File: src/rtl/bp_fe_mem_cmd_arbiter_if.sv
// Bundle of every handshake and data signal around the fetch-side memory command
// arbiter: two requester command/response pairs, the shared memory port and the
// outstanding-command count. The slave modport is the arbiter's view, and the
// master modport is the view of the surrounding requesters and memory.
interface bp_fe_mem_cmd_arbiter_if #(
  parameter int msg_width_p       = 64,
  parameter int max_outstanding_p = 4
);
  localparam int lg_out_lp = $clog2(max_outstanding_p + 1);

  logic [msg_width_p-1:0] cmd0_i;
  logic                   cmd0_v_i;
  logic                   cmd0_ready_o;
  logic [msg_width_p-1:0] cmd1_i;
  logic                   cmd1_v_i;
  logic                   cmd1_ready_o;

  logic [msg_width_p-1:0] mem_cmd_o;
  logic                   mem_cmd_v_o;
  logic                   mem_cmd_ready_i;
  logic [msg_width_p-1:0] mem_resp_i;
  logic                   mem_resp_v_i;
  logic                   mem_resp_yumi_o;

  logic [msg_width_p-1:0] resp0_o;
  logic                   resp0_v_o;
  logic                   resp0_yumi_i;
  logic [msg_width_p-1:0] resp1_o;
  logic                   resp1_v_o;
  logic                   resp1_yumi_i;

  logic [lg_out_lp-1:0]   outstanding_o;

  modport slave (
    input  cmd0_i, cmd0_v_i, cmd1_i, cmd1_v_i,
    input  mem_cmd_ready_i, mem_resp_i, mem_resp_v_i,
    input  resp0_yumi_i, resp1_yumi_i,
    output cmd0_ready_o, cmd1_ready_o,
    output mem_cmd_o, mem_cmd_v_o, mem_resp_yumi_o,
    output resp0_o, resp0_v_o, resp1_o, resp1_v_o,
    output outstanding_o
  );

  modport master (
    output cmd0_i, cmd0_v_i, cmd1_i, cmd1_v_i,
    output mem_cmd_ready_i, mem_resp_i, mem_resp_v_i,
    output resp0_yumi_i, resp1_yumi_i,
    input  cmd0_ready_o, cmd1_ready_o,
    input  mem_cmd_o, mem_cmd_v_o, mem_resp_yumi_o,
    input  resp0_o, resp0_v_o, resp1_o, resp1_v_o,
    input  outstanding_o
  );
endinterface

File: src/rtl/bp_fe_mem_cmd_arbiter.sv
// Round-robin arbiter that shares one BedRock memory port between the I$ UCE
// (port 0) and the trace/aux fetch source (port 1). An offered command that is
// not taken is locked until memory accepts it. A small tag FIFO records which
// port issued each command so that in-order responses go back to their issuer.
module bp_fe_mem_cmd_arbiter #(
  parameter int msg_width_p       = 64,
  parameter int max_outstanding_p = 4
) (
  input  logic                      clk_i,
  input  logic                      reset_n_i,
  bp_fe_mem_cmd_arbiter_if.slave    bus
);
  localparam int lg_out_lp = $clog2(max_outstanding_p + 1);
  localparam int ptr_w     = $clog2(max_outstanding_p);
  localparam logic [lg_out_lp-1:0] max_count = lg_out_lp'(max_outstanding_p);

  typedef enum logic { IDLE, HOLD } state_e;

  state_e                 state_r, state_n;
  logic                   grant_r, grant_n;
  logic                   rr_last_r;
  logic [lg_out_lp-1:0]   count_r;
  logic [ptr_w-1:0]       wptr_r, rptr_r;
  logic [max_outstanding_p-1:0] tag_mem_r;

  logic                   credit, winner, sel, req_v, cmd_v, issue;
  logic                   nonempty, head, pop;
  logic [msg_width_p-1:0] cmd_sel;
  logic                   unsolicited;

  // Arbitration, command-side handshake and next state.
  always_comb begin
    // NOTE: every variable gets a default first so no path leaves it unassigned (no latch).
    state_n = state_r;
    grant_n = grant_r;
    // Reset is folded in so that the command offer drops immediately when reset is asserted.
    credit  = reset_n_i && (count_r < max_count);
    winner  = (bus.cmd0_v_i && bus.cmd1_v_i) ? ~rr_last_r : bus.cmd1_v_i;
    sel     = (state_r == HOLD) ? grant_r : winner;
    req_v   = (state_r == HOLD) ? (grant_r ? bus.cmd1_v_i : bus.cmd0_v_i)
                                : (bus.cmd0_v_i || bus.cmd1_v_i);
    cmd_v   = credit && req_v;
    issue   = cmd_v && bus.mem_cmd_ready_i;
    cmd_sel = sel ? bus.cmd1_i : bus.cmd0_i;
    unique case (state_r)
      IDLE: if (cmd_v && !bus.mem_cmd_ready_i) begin
        state_n = HOLD;
        grant_n = winner;
      end
      HOLD: if (issue) state_n = IDLE;
      default: state_n = IDLE;
    endcase
  end

  // Response routing from the head of the tag FIFO.
  always_comb begin
    nonempty    = (count_r != '0);
    head        = tag_mem_r[rptr_r];
    pop         = 1'b0;
    unsolicited = bus.mem_resp_v_i && !nonempty;
    if (nonempty)
      pop = bus.mem_resp_v_i && (head ? bus.resp1_yumi_i : bus.resp0_yumi_i);
  end

  assign bus.mem_cmd_o       = cmd_sel;
  assign bus.mem_cmd_v_o     = cmd_v;
  assign bus.cmd0_ready_o    = issue && !sel;
  assign bus.cmd1_ready_o    = issue && sel;
  assign bus.resp0_o         = bus.mem_resp_i;
  assign bus.resp1_o         = bus.mem_resp_i;
  assign bus.resp0_v_o       = nonempty && !head && bus.mem_resp_v_i;
  assign bus.resp1_v_o       = nonempty && head && bus.mem_resp_v_i;
  assign bus.mem_resp_yumi_o = pop;
  assign bus.outstanding_o   = count_r;

  // Control state: FSM, round-robin pointer, outstanding counter and FIFO pointers.
  always_ff @(posedge clk_i or negedge reset_n_i) begin
    if (!reset_n_i) begin
      state_r   <= IDLE;
      grant_r   <= 1'b0;
      rr_last_r <= 1'b1;
      count_r   <= '0;
      wptr_r    <= '0;
      rptr_r    <= '0;
    end else begin
      // NOTE: non-blocking assignments so every register samples pre-edge values.
      state_r <= state_n;
      grant_r <= grant_n;
      if (issue) begin
        rr_last_r <= sel;
        wptr_r    <= wptr_r + ptr_w'(1);
      end
      if (pop) rptr_r <= rptr_r + ptr_w'(1);
      unique case ({issue, pop})
        2'b10:   count_r <= count_r + lg_out_lp'(1);
        2'b01:   count_r <= count_r - lg_out_lp'(1);
        default: count_r <= count_r;
      endcase
    end
  end

  // Tag storage: source ID of each issued command, written at the tail.
  // NOTE: storage is not reset; the pointers and counter alone define which entries are valid.
  always_ff @(posedge clk_i) begin
    if (issue) tag_mem_r[wptr_r] <= sel;
  end

  a_unsolicited_resp: assert property (@(posedge clk_i) disable iff (!reset_n_i)
    !unsolicited) else $warning("unsolicited memory response with no command in flight");
  a_count_overflow: assert property (@(posedge clk_i) disable iff (!reset_n_i)
    !(issue && !pop && count_r == max_count)) else $error("outstanding counter overflow");
  a_count_underflow: assert property (@(posedge clk_i) disable iff (!reset_n_i)
    !(pop && count_r == '0)) else $error("outstanding counter underflow");
endmodule

File: src/flat_wrapper.sv
// flat-port wrapper written by rule: the top's interface ports become plain ports
module bp_fe_mem_cmd_arbiter_flat 
#(
  parameter int msg_width_p       = 64,
  parameter int max_outstanding_p = 4
)
  (clk_i, reset_n_i, bus_cmd0_i, bus_cmd0_v_i, bus_cmd1_i, bus_cmd1_v_i, bus_mem_cmd_ready_i, bus_mem_resp_i, bus_mem_resp_v_i, bus_resp0_yumi_i, bus_resp1_yumi_i, bus_cmd0_ready_o, bus_cmd1_ready_o, bus_mem_cmd_o, bus_mem_cmd_v_o, bus_mem_resp_yumi_o, bus_resp0_o, bus_resp0_v_o, bus_resp1_o, bus_resp1_v_o, bus_outstanding_o);
  bp_fe_mem_cmd_arbiter_if #(.msg_width_p(msg_width_p), .max_outstanding_p(max_outstanding_p)) bus_i ();
  input  logic clk_i;
  input  logic reset_n_i;
  input wire logic [$bits(bus_i.cmd0_i)-1:0] bus_cmd0_i;
  input wire logic [$bits(bus_i.cmd0_v_i)-1:0] bus_cmd0_v_i;
  input wire logic [$bits(bus_i.cmd1_i)-1:0] bus_cmd1_i;
  input wire logic [$bits(bus_i.cmd1_v_i)-1:0] bus_cmd1_v_i;
  input wire logic [$bits(bus_i.mem_cmd_ready_i)-1:0] bus_mem_cmd_ready_i;
  input wire logic [$bits(bus_i.mem_resp_i)-1:0] bus_mem_resp_i;
  input wire logic [$bits(bus_i.mem_resp_v_i)-1:0] bus_mem_resp_v_i;
  input wire logic [$bits(bus_i.resp0_yumi_i)-1:0] bus_resp0_yumi_i;
  input wire logic [$bits(bus_i.resp1_yumi_i)-1:0] bus_resp1_yumi_i;
  output wire logic [$bits(bus_i.cmd0_ready_o)-1:0] bus_cmd0_ready_o;
  output wire logic [$bits(bus_i.cmd1_ready_o)-1:0] bus_cmd1_ready_o;
  output wire logic [$bits(bus_i.mem_cmd_o)-1:0] bus_mem_cmd_o;
  output wire logic [$bits(bus_i.mem_cmd_v_o)-1:0] bus_mem_cmd_v_o;
  output wire logic [$bits(bus_i.mem_resp_yumi_o)-1:0] bus_mem_resp_yumi_o;
  output wire logic [$bits(bus_i.resp0_o)-1:0] bus_resp0_o;
  output wire logic [$bits(bus_i.resp0_v_o)-1:0] bus_resp0_v_o;
  output wire logic [$bits(bus_i.resp1_o)-1:0] bus_resp1_o;
  output wire logic [$bits(bus_i.resp1_v_o)-1:0] bus_resp1_v_o;
  output wire logic [$bits(bus_i.outstanding_o)-1:0] bus_outstanding_o;
  assign bus_i.cmd0_i = bus_cmd0_i;
  assign bus_i.cmd0_v_i = bus_cmd0_v_i;
  assign bus_i.cmd1_i = bus_cmd1_i;
  assign bus_i.cmd1_v_i = bus_cmd1_v_i;
  assign bus_i.mem_cmd_ready_i = bus_mem_cmd_ready_i;
  assign bus_i.mem_resp_i = bus_mem_resp_i;
  assign bus_i.mem_resp_v_i = bus_mem_resp_v_i;
  assign bus_i.resp0_yumi_i = bus_resp0_yumi_i;
  assign bus_i.resp1_yumi_i = bus_resp1_yumi_i;
  assign bus_cmd0_ready_o = bus_i.cmd0_ready_o;
  assign bus_cmd1_ready_o = bus_i.cmd1_ready_o;
  assign bus_mem_cmd_o = bus_i.mem_cmd_o;
  assign bus_mem_cmd_v_o = bus_i.mem_cmd_v_o;
  assign bus_mem_resp_yumi_o = bus_i.mem_resp_yumi_o;
  assign bus_resp0_o = bus_i.resp0_o;
  assign bus_resp0_v_o = bus_i.resp0_v_o;
  assign bus_resp1_o = bus_i.resp1_o;
  assign bus_resp1_v_o = bus_i.resp1_v_o;
  assign bus_outstanding_o = bus_i.outstanding_o;
  bp_fe_mem_cmd_arbiter #(.msg_width_p(msg_width_p), .max_outstanding_p(max_outstanding_p)) u_core (.clk_i(clk_i), .reset_n_i(reset_n_i), .bus(bus_i));
endmodule
File: config.mk
export PLATFORM = sky130hd
export DESIGN_NAME = bp_fe_mem_cmd_arbiter_flat
export DESIGN_NICKNAME = d
export VERILOG_FILES = /design/src/rtl/bp_fe_mem_cmd_arbiter_if.sv /design/src/rtl/bp_fe_mem_cmd_arbiter.sv /design/src/flat_wrapper.sv
export SDC_FILE = /design/constraint.sdc
export NUM_CORES = 1
export LEC_CHECK = 0
export CAP_MARGIN = 40
export CORE_AREA = 3 3 154 156
export DETAILED_ROUTE_END_ITERATION = 12
export DIE_AREA = 0 0 157 159
export PLACE_DENSITY = 0.47
export SKIP_CTS_REPAIR_TIMING = 1
export SYNTH_ARGS = -nofsm -noshare
export SYNTH_HDL_FRONTEND = slang
export SYNTH_SLANG_ARGS = --single-unit
File: constraint.sdc
create_clock -name clk_i -period 2.7 [get_ports clk_i]
set_input_delay 0.54 -clock clk_i [delete_from_list [all_inputs] [get_ports clk_i]]
set_output_delay 0.54 -clock clk_i [all_outputs]
set_load 0.02 [all_outputs]
==> metrics.yaml <==
outcome: "completed"
cp_max_fo: 27
ant_nets: 0
critical_path_class: "register to primary output"
worst_slew_pin_slew_ns: 0.447
fin_ws_ns: 0.117
fmax_mhz: 387
synth_cell_type_count: 26
end_kind: "primary output"
grt_use_total_pct: 6.04
dieArea_um2: 25000
rrSetupSlack_ns: 0.41
wl_per_cell_um: 14.1
areaGrowthSynthToFinish_pct: 75.1
boundaryPins: 401
vias: 2080
fin_skew_ns: 0.00134
dp_hpwl_um: 7290
start_util_pct: 11.2
clockRootBuffer: "clkbuf_16"
dieWidth_um: 157
gp_congestion: 0.738
h-tree-depth: 1
fin_crit_sh_pct: 95.7
io_buffer_count: 208
slew_headroom_pct: 70.0
dp_slack_ns: -0.543
grt_pass1_wl_um: 12300
ys_seq_elements: 14
grt_pass1_vias: 2335
synth_top_cell_area_share_pct: 38.0
clk-insertion-delay-late_ns: 0.24
slew_violations: 0
coreArea_um2: 22500
crit_start: "u_core.rr_last_r"
cts_inserted_buffers: 3
yosysWarnings: 0
diodes: 0
cts_tree: "done"
cts.sinks: 14
hold_viol_final: 0
timing.max_cap.violations: 0
period_needed_ns: 2.58
syn-cell-area_um2: 2530
rows: 55
grt_setup_unrepaired: "no"
max-clock-path-buffers: 2
setup_viol: 0
netlist_instances: 262
min-delay-start: "u_core.rptr_r[0]"
synthesis.nets: 468
worstPathArrival_ns: 2.04
drive_gt1_share_pct: 27.2
grt_start_max_net_pins: 56
overflow: 0
p_leak_nw: 2.26
drc: 0
final_cell_mix: "clkdlybuf4s50_1, dlymetal6s2s_1, mux2_2, buf_4, dfrtp_1"
ir_worst_vdd_mv: 0.260
antenna_found_initial: 0
ys_seq_area_share_pct: 14.7
hold_path_class: "register to register"
final_common_cell: "clkdlybuf4s50_1"
die_y_um: 159
synth_area_leaders: "buf_4, mux2_2, dfrtp_1, edfxtp_1, mux2i_1"
wirelength_um: 9030
start_kind: "register"
cp.required_ns: 2.16
clkTransAtPathRegs_ns: 0.05
yosysTopAreaCell: "buf_4"
power.density_nw_per_um2: 781
power_mw: 3.46
nNetsFinal: 564
initialDrtViolationCount: 32
synth_area_per_cell_um2: 9.66
rr_startpoint: "u_core.rptr_r[1]"
via_per_inst: 3.24
drt_pass1_iterations: 4
## synthesized netlist by cell type
library cell and number:
o21a_1 1, xnor2_1 2, nor4_1 1, o21ai_0 1
inv_1 5, mux2_4 3, nand2_4 1, nor3b_1 1
edfxtp_1 4, a211oi_4 1, fa_1 1, nor2b_1 1
mux2i_1 8, buf_2 4, nor2_1 5, and3_1 5
dfrtp_1 9, nand2b_1 1, xor2_1 3, ha_1 5
dfstp_2 1, mux2_2 65, buf_6 3, a21boi_0 1
o31ai_1 2, buf_4 128
## stage by stage
stage / util (%) / setup TNS [ns] / cells / instance area (um2) / hold slack, ns
4_1_cts: 18.4 / -34.10 / 635 / 4130 / 0.524
2_1_floorplan: - / 0 / 262 / 2530 / 0.244
3_5_place_dp: 18.0 / -33.94 / 631 / 4050 / 0.508
5_1_grt: 19.7 / 0 / 642 / 4430 / 0.562
3_3_place_gp: 18.0 / -34.60 / 631 / 4050 / 0.499
6_report: 19.7 / 0 / 642 / 4430 / 0.521
## routing by layer
layer  global-route usage, %  part of all wire, %  vias up
met5                    1.39                    0        -
met4                   0.796                 0.32        0
met3                    4.57                   16        4
met2                    9.62                   48      240
met1                    6.47                   36      895
li1                        -                    -      941
## worst paths after layout
check	end	cells after the start
worst max register to register	u_core.bus.outstanding_o[2]	10
min in group asynchronous	u_core.bus.outstanding_o[1]	2
max in group asynchronous	u_core.rr_last_r	2
worst min-delay path	u_core.rptr_r[0]	1
worst max-delay path	bus_mem_cmd_o[60]	6
worst min register to register	u_core.rptr_r[0]	1
## area by class of cell
type	instances	area (um2)
clock buffers	4	78.8
fillers	2455	18100
repair buffers	226	2460
inverters	5	18.8
multi-input cells	108	1150
well taps	285	357
flip-flops and latches	14	372
## critical path, cell delays in order (launching register included)
cell and delay [ns]:
dfstp_2 0.54, a21boi_2 0.06, mux2_4 0.32, buf_4 0.17, clkbuf_16 0.20, mux2_2 0.29
dlymetal6s2s_1 0.21
## sequential cells by signal (all words and copies together), names as in the netlist, named ones only
signal and count:
u_core.grant_r 1, u_core.rr_last_r 1, u_core.tag_mem_r 4, u_core.wptr_r 2, u_core.rptr_r 2, u_core.bus.outstanding_o 3
## logic make-up (layout without fill, tap and decap cells)
kind of cell	Yosys count	in the layout	synth area share, %
AOI/OAI and AO/OA	6	6	2.17
xor gates and xnor gates	5	5	1.73
adders and majority gates	6	6	3.26
buffers and inverters	140	235	40.8
DFF	14	14	14.7
muxes	76	76	33.9
and+or+nand+nor	15	15	3.46
## power by group
| group | internal [mW] | total [mW] | switching (mW) |
|---|---|---|---|
| Combinational | 1.54 | 2.77 | 1.23 |
| Sequential | 0.317 | 0.414 | 0.0971 |
| Clock | 0.199 | 0.280 | 0.0812 |
| Total | 2.06 | 3.46 | 1.40 |
(Power assumes the default switching activity.)
